`src/rtl/sms_oc_bus_sequencer.sv`:
```
// Round-robin arbiter and sequencer for a shared wired-AND open-collector bus.
// Each transfer drives the granted word, lets the bus settle, samples it and then releases it.
module sms_oc_bus_sequencer #(
    parameter int N_REQ  = 4,
    parameter int W      = 6,
    parameter int SETTLE = 3,
    parameter int GUARD  = 1
) (
    input  logic                     clk,
    input  logic                     rst,
    input  logic [N_REQ-1:0]         req,
    input  logic [N_REQ*W-1:0]       tx_data,
    input  logic [W-1:0]             bus_in,
    input  logic                     clr_fault,
    output logic [N_REQ-1:0]         gnt,
    output logic [W-1:0]             oc_pull,
    output logic [W-1:0]             rx_data,
    output logic                     rx_valid,
    output logic [$clog2(N_REQ)-1:0] rx_src,
    output logic                     fault,
    output logic [1:0]               fault_code
);
    localparam int IDX_W   = $clog2(N_REQ);
    localparam int CNT_MAX = (SETTLE > GUARD) ? SETTLE : GUARD;
    localparam int CNT_W   = $clog2(CNT_MAX + 1);
    localparam logic [IDX_W-1:0] LAST_RST  = IDX_W'(N_REQ - 1);
    localparam logic [CNT_W-1:0] SETTLE_LD = CNT_W'(SETTLE - 1);
    localparam logic [CNT_W-1:0] GUARD_LD  = CNT_W'(GUARD - 1);
    localparam logic [CNT_W-1:0] CNT_ONE   = CNT_W'(1);

    typedef enum logic [1:0] {S_IDLE, S_DRIVE, S_SAMPLE, S_GUARD} state_t;

    state_t           state, state_nxt;
    logic [CNT_W-1:0] cnt, cnt_nxt;
    logic [IDX_W-1:0] cur, cur_nxt, last, last_nxt;
    logic [W-1:0]     word, word_nxt, pull_nxt;
    logic [N_REQ-1:0] gnt_nxt;
    logic             prev_idle, err_mis, err_flt;

    // First requester strictly after prev in circular order; prev itself has lowest priority.
    function automatic logic [IDX_W-1:0] rr_pick(input logic [N_REQ-1:0] r,
                                                 input logic [IDX_W-1:0] prev);
        logic [IDX_W-1:0] sel;
        logic             found;
        int               idx;
        sel   = prev;
        found = 1'b0;
        for (int k = 1; k <= N_REQ; k++) begin
            idx = (int'(prev) + k) % N_REQ;
            if (!found && r[idx]) begin
                sel   = IDX_W'(idx);
                found = 1'b1;
            end
        end
        return sel;
    endfunction

    always_ff @(posedge clk or posedge rst) begin
        if (rst) begin
            state     <= S_IDLE;
            cnt       <= '0;
            cur       <= '0;
            last      <= LAST_RST;
            prev_idle <= 1'b0;
            gnt       <= '0;
            oc_pull   <= '0;
        end else begin
            state     <= state_nxt;
            cnt       <= cnt_nxt;
            cur       <= cur_nxt;
            last      <= last_nxt;
            prev_idle <= (state == S_IDLE);
            gnt       <= gnt_nxt;
            oc_pull   <= pull_nxt;
        end
    end

    always_ff @(posedge clk) begin
        word <= word_nxt;
    end

    always_comb begin
        state_nxt = state;
        cnt_nxt   = cnt;
        cur_nxt   = cur;
        last_nxt  = last;
        word_nxt  = word;
        case (state)
            S_IDLE: begin
                if (|req) begin
                    cur_nxt   = rr_pick(req, last);
                    word_nxt  = tx_data[cur_nxt*W +: W];
                    last_nxt  = cur_nxt;
                    cnt_nxt   = SETTLE_LD;
                    state_nxt = S_DRIVE;
                end
            end
            S_DRIVE: begin
                if (cnt == '0) state_nxt = S_SAMPLE;
                else           cnt_nxt   = cnt - CNT_ONE;
            end
            S_SAMPLE: begin
                cnt_nxt   = GUARD_LD;
                state_nxt = S_GUARD;
            end
            S_GUARD: begin
                if (cnt == '0) state_nxt = S_IDLE;
                else           cnt_nxt   = cnt - CNT_ONE;
            end
            default: state_nxt = S_IDLE;
        endcase
    end

    // Outputs are decoded from the next state so gnt/oc_pull come straight out of flops.
    always_comb begin
        gnt_nxt  = '0;
        pull_nxt = '0;
        if (state_nxt == S_DRIVE || state_nxt == S_SAMPLE) begin
            gnt_nxt[cur_nxt] = 1'b1;
            pull_nxt         = ~word_nxt;
        end
    end

    assign err_mis = (state == S_SAMPLE) && (bus_in != word);
    assign err_flt = (state == S_IDLE) && prev_idle && (bus_in != '1);

    always_ff @(posedge clk or posedge rst) begin
        if (rst) begin
            rx_valid   <= 1'b0;
            rx_data    <= '1;
            rx_src     <= '0;
            fault      <= 1'b0;
            fault_code <= 2'b00;
        end else begin
            rx_valid <= (state == S_SAMPLE);
            if (state == S_SAMPLE) begin
                rx_data <= bus_in;
                rx_src  <= cur;
            end
            // A new error overrides a simultaneous clear; otherwise the first error sticks.
            if (err_mis || err_flt) begin
                if (!fault || clr_fault) begin
                    fault      <= 1'b1;
                    fault_code <= err_mis ? 2'b01 : 2'b10;
                end
            end else if (clr_fault) begin
                fault      <= 1'b0;
                fault_code <= 2'b00;
            end
        end
    end
endmodule

```
`config.mk`:
```
export PLATFORM = sky130hd
export DESIGN_NAME = sms_oc_bus_sequencer
export DESIGN_NICKNAME = d
export VERILOG_FILES = /design/src/rtl/sms_oc_bus_sequencer.sv
export SDC_FILE = /design/constraint.sdc
export NUM_CORES = 1
export LEC_CHECK = 0
export CAP_MARGIN = 20
export CORE_ASPECT_RATIO = 1.1
export CORE_MARGIN = 2
export CORE_UTILIZATION = 47
export CTS_CLUSTER_DIAMETER = 150
export DETAILED_ROUTE_END_ITERATION = 8
export PLACE_DENSITY_LB_ADDON = 0.15
export SLEW_MARGIN = 0
export SYNTH_ARGS = -nofsm -noshare
export SYNTH_HDL_FRONTEND = slang
export SYNTH_SLANG_ARGS = --single-unit
export TNS_END_PERCENT = 5
```
`constraint.sdc`:
```
create_clock -name clk -period 2 [get_ports clk]
set_input_delay 0.4 -clock clk [delete_from_list [all_inputs] [get_ports clk]]
set_output_delay 0.4 -clock clk [all_outputs]
set_load 0.01 [all_outputs]
```
==> results.md, run 1 <==
- Run status: completed
- Vias per cell: 5.411
- Post-CTS Hold Fix Bufs: 0
- Drt initial violations: 53
- Number of warnings printed during yosys synthesis: 0
- Power density cells: around 1400 nW/um2
- WL per Instance: ~15 um
- Post-synthesis simple-gate area fraction: between 15 and 20%
- Predominant post-synthesis flop cell: sky130_fd_sc_hd__dfrtp_1
- Post-synth ARST share: between 80 and 90%
- Top-area cell type share of the netlist area: 29.36%
- Cell count after placement: 321
- Slew Limit Headroom: 73.46%
- Clock Tree Buf Depth: 2
- Total nets after synthesis: 226
- Number of distinct library cell variants in the gate-level netlist after synthesis: 51
- Post-synthesis instance total: approximately 190
- Met3 routed wirelength: approximately 250 um
- Series of cell instances along the critical path: clkdlybuf4s50_1 > nor4_2 > buf_4 > nor3_4 > nand4_1 > buf_4 > buf_4 > buf_4 > a21boi_0
- Count of flip-flops with a built-in enable after synthesis: 0
- Length of routed wiring on met1: 2.022 mm
- Top-count cell post-synth: sky130_fd_sc_hd__dfrtp_1
- Via count of the first global-routing pass: 1,759
- Design area: 2939 um2
- Highest ir drop seen on vdd: slightly above 0.7 mV
- Die Footprint: 4705 um2
- Total clock buffers created by CTS: 5
- Achievable Freq: 523.1 MHz
- Portion of the clock cycle consumed by the worst path in the final layout: 95.58%
- Required @ worst endpoint: 2.22 ns
- Area share of fa/ha/maj cells after synthesis: 0.6382%
- Filler cell count: 312
- Met2 wire length: 2.519 mm
- Most Frequent Cell on Critical Path: sky130_fd_sc_hd__buf_4
- Initial Utilization: 49.09%
- Final count of hold timing violations: 0
- Total length of routed wires: 4.908 mm
- Register bit total from synthesis: 37
- Final non-filler cell total: 331
- Syn Std Cell Area: 1961 um2
- Clk root buf: sky130_fd_sc_hd__clkbuf_8
- Actual slew at the worst max-slew pin: 0.3958 ns
- Drt first pass iters: 4
- Mean area per synthesized cell: 10.43 um2
- Post-synth top area cell: sky130_fd_sc_hd__dfrtp_1
- Worst hold-check path type: in -> async
- Final core utilization: 73.59%
- Type of element launching the critical path: input port
- Maximum number of pins on one net before global-route repair: 32
- Number of clock sinks seen by CTS: 37
- Initial antenna violation count: 0
- Total count of max-transition violations in the final report: 0
- Area post-placement: 2798 um2
- Most area-consuming cells after synthesis: sky130_fd_sc_hd__dfrtp_1, sky130_fd_sc_hd__dfstp_2, sky130_fd_sc_hd__dfxtp_1
- Rows: 24
- Proportion of layout cells with a drive suffix above 1: 29.39%
- Crit path max-delay cell type: sky130_fd_sc_hd__clkdlybuf4s50_1
- Number of vias after detailed routing: 1,791
- Source-to-sink clock delay at the later pin of the worst-skew pair: 0.29 ns
- Dominant combinational cell family by area after synthesis: compound AO/OA/AOI/OAI gates
- DIE HEIGHT: 71.74 um
- H-tree levels: 2
- Worst setup slack for register-to-register paths: approximately 0.14 ns
- Worst Setup Path Type: in -> reg
- Global-route wire length before repair: 7.976 mm
- Top cell family by delay on the critical path: buffers and inverters
- Synth-to-layout area growth: 49.90%
- Element type at the critical path end: flip-flop
- Top-level port count: 59
- Share of synthesized area spent on multiplexers: under 10%
- Worst EP arrival: 2.13 ns
- Clock slew at the register clock pins of the worst setup and hold paths: 0.08 ns
- Weighted congestion at the end of routability-driven global placement: 0.8898
- Total grt overflow: 0
- Sequential fraction of the synthesis area: between 40% and 50%
- Total DRC errors in the routed layout: 0
- Gr usage total: 22.45%
- Leakage power of the design: 1.250 nW
- Die W: 65.58 um
- Max Fanout on Critical Path: 6
- Number of nets in the final layout: 316
- Detail Route Antenna Nets: 0
- Number of endpoints failing setup at the final stage: 0
- Worst Clk Skew: 0.008259 ns
- Port-buffer cells: between 50 and 60
- Post-Synth XOR/XNOR Area: 3.127%
- CTS tree: done
- Slowest Stage Delay on Critical Path: around 0.53 ns
- Minimum clock period after layout: 1.912 ns
- CORE AREA: 3994 um2
- Max-cap viol count: 0
- Compound-Gate Fraction of Synth Area: 22.97%
- Detailed placement HPWL: 3.923 mm
- Highest layer used for signal routing: met4
- Antenna cells: 0
- Number of buffers and inverters on the critical path: 5
- Leading post-synthesis cells by instance count: sky130_fd_sc_hd__dfrtp_1, sky130_fd_sc_hd__nand2_1, sky130_fd_sc_hd__inv_1
==> state kept, by name, summed over array words and instances, names as in the netlist <==
name	count
fault_code	2
rx_valid	1
gnt	4
oc_pull	6
fault	1
prev_idle	1
cnt	2
last	2
rx_data	6
rx_src	2
word	6
state	2
cur	2
==> power by group <==
part | internal [mW] | switching [mW] | total (mW)
clock | 0.280 | 0.270 | 0.550
sequential | 1.16 | 0.251 | 1.41
combinational | 1.13 | 0.960 | 2.09
==> cell families (layout without fill, tap and decap cells) <==
group / Yosys count / after routing
buffers and inverters: 22 / 113
XOR/XNOR: 7 / 7
AO/OA/AOI/OAI: 56 / 56
multiplexers: 9 / 9
adder cells (fa/ha/maj): 1 / 1
AND/OR/NAND/NOR: 56 / 56
flip-flops: 37 / 37
==> worst register-to-register path: cells and delay by family, from the launching register on <==
family | cells | cell delay (ns)
flops | 1 | 0.65
buf+inv | 4 | 0.58
simple gates | 2 | 0.30
compound gates | 2 | 0.27
==> per-stage QoR <==
step,hold slack [ns],TNS (ns),setup slack (ns),total power [mW]
3_3_place_gp,0.4645,-2.958,-0.2570,3.400
3_5_place_dp,0.4720,-3.912,-0.3021,3.457
5_1_grt,0.5380,-0.02712,-0.01604,4.328
6_report,0.4803,0,0.08842,4.050
2_1_floorplan,0.4493,0,0.2028,2.524
4_1_cts,0.4873,0,0.003950,4.020
==> layout by cell type (no fill, tap or decap), drive strengths merged, types with 4 or more instances in the layout <==
| cell type | n |
|---|---|
| o31ai | 7 |
| nor3 | 4 |
| clkbuf | 7 |
| a211oi | 7 |
| o21ai | 8 |
| buf | 32 |
| clkdlybuf4s50 | 55 |
| nor2 | 10 |
| mux2 | 9 |
| dfrtp | 23 |
| a21oi | 11 |
| dfxtp | 6 |
| xnor2 | 5 |
| nor2b | 6 |
| nand4 | 8 |
| nand3 | 5 |
| a32oi | 8 |
| dfstp | 8 |
| inv | 15 |
| nand2 | 15 |
==> layer usage <==
layer | up-vias | global-route usage, %
li1 | 874 | -
met1 | 841 | 26.61
met2 | 63 | 39.23
met3 | 13 | 5.024
met4 | 0 | 9.028
met5 | - | 0
==> worst paths after layout <==
kind	end	cells past startpoint	startpoint
min	oc_pull[3]	3	rst
max reg2reg	last[0]	8	last[1]
min in group clk	cnt[1]	2	cnt[1]
max in group asynchronous	rx_data[4]	3	rst
max	last[0]	9	req[0]
min reg2reg	cnt[1]	2	cnt[1]
==> what timing repair did <==
action,CTS,global route
hold endpoints to repair,0,0
pin swaps,1,2
gates resized for setup,0,7
cloned,0,0
setup buffers,1,1
endpoints found under the setup margin,1,10
==> area by class of cell <==
class | instances | area (um2) | share of cell area (%)
inverter | 15 | 56.30 | 1.916
clock inverter | 1 | 7.507 | 0.2554
sequential | 37 | 905.9 | 30.82
multi-input combinational | 129 | 977.2 | 33.25
timing repair buffer | 90 | 840.8 | 28.61
tap | 52 | 65.06 | 2.214
clock buffer | 7 | 86.33 | 2.937
Note: power is estimated with default switching activity, not from simulation.
==> inputs of run 2 (changes only) <==
- CTS_BUF_LIST: not set -> sky130_fd_sc_hd__clkbuf_16
==> results.md, run 2 (synthesized netlist as in run 1, its figures left out) <==
- RSZ-0062 raised after global routing: yes
- Worst Setup Path Type: reg -> reg (was in -> reg)
- Top library cells by usage in the layout, fill and taps aside: sky130_fd_sc_hd__clkdlybuf4s50_1, sky130_fd_sc_hd__buf_4, sky130_fd_sc_hd__dfrtp_1 (unchanged)
- Die Footprint: 4705 um2 (unchanged)
- Leakage power of the design: 1.289 nW (was 1.250 nW)
- Final count of hold timing violations: 0 (unchanged)
- Port-buffer cells: 58 (unchanged)
- Drt first pass iters: 4 (unchanged)
- Final core utilization: 74.84% (was 73.59%)
- Weighted congestion at the end of routability-driven global placement: 0.8898 (unchanged)
- Total length of routed wires: 5.096 mm (was 4.908 mm)
- Global-route wire length before repair: 8.245 mm (was 7.976 mm)
- Number of cells on the worst reg-to-reg path: 7 (was 8)
- Top-level port count: 59 (unchanged)
- Cell depth of the worst min-delay path: 2
- Worst Hold Launch: cnt[1]
- Required @ worst endpoint: 2.20 ns (was 2.22 ns)
- Run status: completed (unchanged)
- CORE AREA: 3994 um2 (unchanged)
- Rows: 24 (unchanged)
- Element type at the critical path end: flip-flop (unchanged)
- Number of vias after detailed routing: 1,783 (was 1,791)
- Series of cell instances along the critical path: nand2b_2 > a21o_2 > buf_4 > nand4_1 > buf_4 > buf_4 > a21boi_0 (was clkdlybuf4s50_1 > nor4_2 > buf_4 > nor3_4 > nand4_1 > buf_4 > buf_4 > buf_4 > a21boi_0)
- CTS tree: done (unchanged)
- Clock slew at the register clock pins of the worst setup and hold paths: 0.06 ns (was 0.08 ns)
- Max-cap viol count: 0 (unchanged)
- Portion of the clock cycle consumed by the worst path in the final layout: 96.48% (was 95.58%)
- Vias per cell: 5.370 (was 5.411)
- Initial antenna violation count: 0 (unchanged)
- Worst Clk Skew: 0.005738 ns (was 0.008259 ns)
- Filler cell count: 293 (was 312)
- Actual slew at the worst max-slew pin: 0.4255 ns (was 0.3958 ns)
- Power density cells: 1428 nW/um2 (was 1378 nW/um2)
- Antenna cells: 0 (unchanged)
- DIE HEIGHT: 71.74 um (unchanged)
- Area post-placement: 2798 um2 (unchanged)
- Worst hold endpoint: cnt[1]
- Setup TNS: 0 ns (unchanged)
- Slowest Stage Delay on Critical Path: 0.64 ns (was 0.53 ns)
- Total clock buffers created by CTS: 5 (unchanged)
- Total power draw: 4.267 mW (was 4.050 mW)
- Area used by sequential logic in the layout: 905.9 um2 (unchanged)
- Total count of max-transition violations in the final report: 0 (unchanged)
- Largest registers: oc_pull (6), rx_data (6), word (6) (unchanged)
- Worst setup slack for register-to-register paths: 0.07 ns (was 0.14 ns)
- Most Frequent Cell on Critical Path: sky130_fd_sc_hd__buf_4 (unchanged)
- Total grt overflow: 0 (unchanged)
- Source-to-sink clock delay at the later pin of the worst-skew pair: 0.28 ns (was 0.29 ns)
- Clk root buf: sky130_fd_sc_hd__clkbuf_16 (was sky130_fd_sc_hd__clkbuf_8)
- WL per Instance: 15.35 um (was 14.83 um)
- Worst EP arrival: 2.13 ns (about the same)
- Clock Tree Buf Depth: 2 (unchanged)
- Gr usage total: 23.25% (was 22.45%)
- Max Fanout on Critical Path: 8 (was 6)
- Type of element launching the critical path: flip-flop (was input port)
- Number of endpoints failing setup at the final stage: 0 (unchanged)
- Design area: 2989 um2 (was 2939 um2)
- R2R Path End: last[0] (unchanged)
- Most common cell after layout, fill and taps aside: sky130_fd_sc_hd__clkdlybuf4s50_1 (unchanged)
- Maximum number of pins on one net before global-route repair: 32 (unchanged)
- Number of clock sinks seen by CTS: 37 (unchanged)
- Drt initial violations: 65 (was 53)
- Multi-input gate area in the final layout: 970.9 um2 (was 977.2 um2)
- Detail Route Antenna Nets: 0 (unchanged)
- Worst hold-check path type: reg -> reg (was in -> async)
- Critical R2R Launch: last[1] (unchanged)
- Hold slack final: 0.4842 ns (was 0.4803 ns)
- Total DRC errors in the routed layout: 0 (unchanged)
- H-tree levels: 2 (unchanged)
- Die W: 65.58 um (unchanged)
- Synth-to-layout area growth: 52.46% (was 49.90%)
- Slew Limit Headroom: 71.39% (was 73.46%)
- Proportion of layout cells with a drive suffix above 1: 28.93% (was 29.39%)
- Via count of the first global-routing pass: 1,763 (was 1,759)
- Minimum clock period after layout: 1.930 ns (was 1.912 ns)
- Crit path max-delay cell type: sky130_fd_sc_hd__dfstp_2 (was sky130_fd_sc_hd__clkdlybuf4s50_1)
- Achievable Freq: 518.2 MHz (was 523.1 MHz)
- Detailed placement HPWL: 3.923 mm (unchanged)
- Highest ir drop seen on vdd: 0.7239 mV (was 0.7103 mV)
- Initial Utilization: 49.09% (unchanged)
- Number of nets in the final layout: 317 (was 316)
## run 2: cell count changes in the layout (fill, tap and decap cells not counted), sizes merged
cell           before  now
clkbuf              7    5
buf                32   33
clkdlybuf4s50      55   54
clkinv              0    1
dlymetal6s2s        3    4
inv                15   16
## run 2: report_power, final
group	switching (mW)	internal, mW	total, mW	leakage (nW)
Clock	0.293	0.452	0.746	0.0687
Combinational	0.972	1.14	2.11	0.799
Sequential	0.254	1.16	1.41	0.421
## run 2: what timing repair did
item / in CTS / in global routing
pin swaps: 0 / 2
gates resized for setup: 1 / 6
setup endpoints to repair: 3 / 15
hold buffers: 0 / 0
setup buffers: 0 / 3
## run 2: final cells by class
class / instances / share of cell area (%)
multi-input cells: 129 / 32.48
inverters: 15 / 1.884
clock buffers: 5 / 4.186
clock inverters: 3 / 0.5023
flip-flops and latches: 37 / 30.31
repair buffers: 91 / 28.46
well taps: 52 / 2.177
## run 2: worst max path at each step
stage,start,end,depth (start not counted)
floorplan,last[1],word[0],6
global placement,req[3],oc_pull[4],7
detailed placement,req[3],oc_pull[3],7
CTS,req[3],oc_pull[4],7
global route,last[1],last[0],7
finish,last[1],last[0],7
## run 2: per-layer routing
metal	part of all wire, %	vias to the layer above	GRT usage [%]
li1	-	877	-
met1	41	837	27.42
met2	53	56	41.72
met3	4.7	13	4.867
met4	2.1	0	7.870
met5	0	-	0
## run 2: through the flow
stage,setup WS (ns),instances
after global placement,-0.2570,321
after detailed placement,-0.3021,321
after floorplan,0.2028,188
after CTS,-0.02901,329
final,0.07036,332
after global routing,-0.01593,332
## run 2: critical path, delay by kind of cell (launching register included)
kind,cells,cell delay [ns]
buffers and inverters,3,0.50
DFF,1,0.64
AOI/OAI and AO/OA,2,0.27
and+or+nand+nor,2,0.44
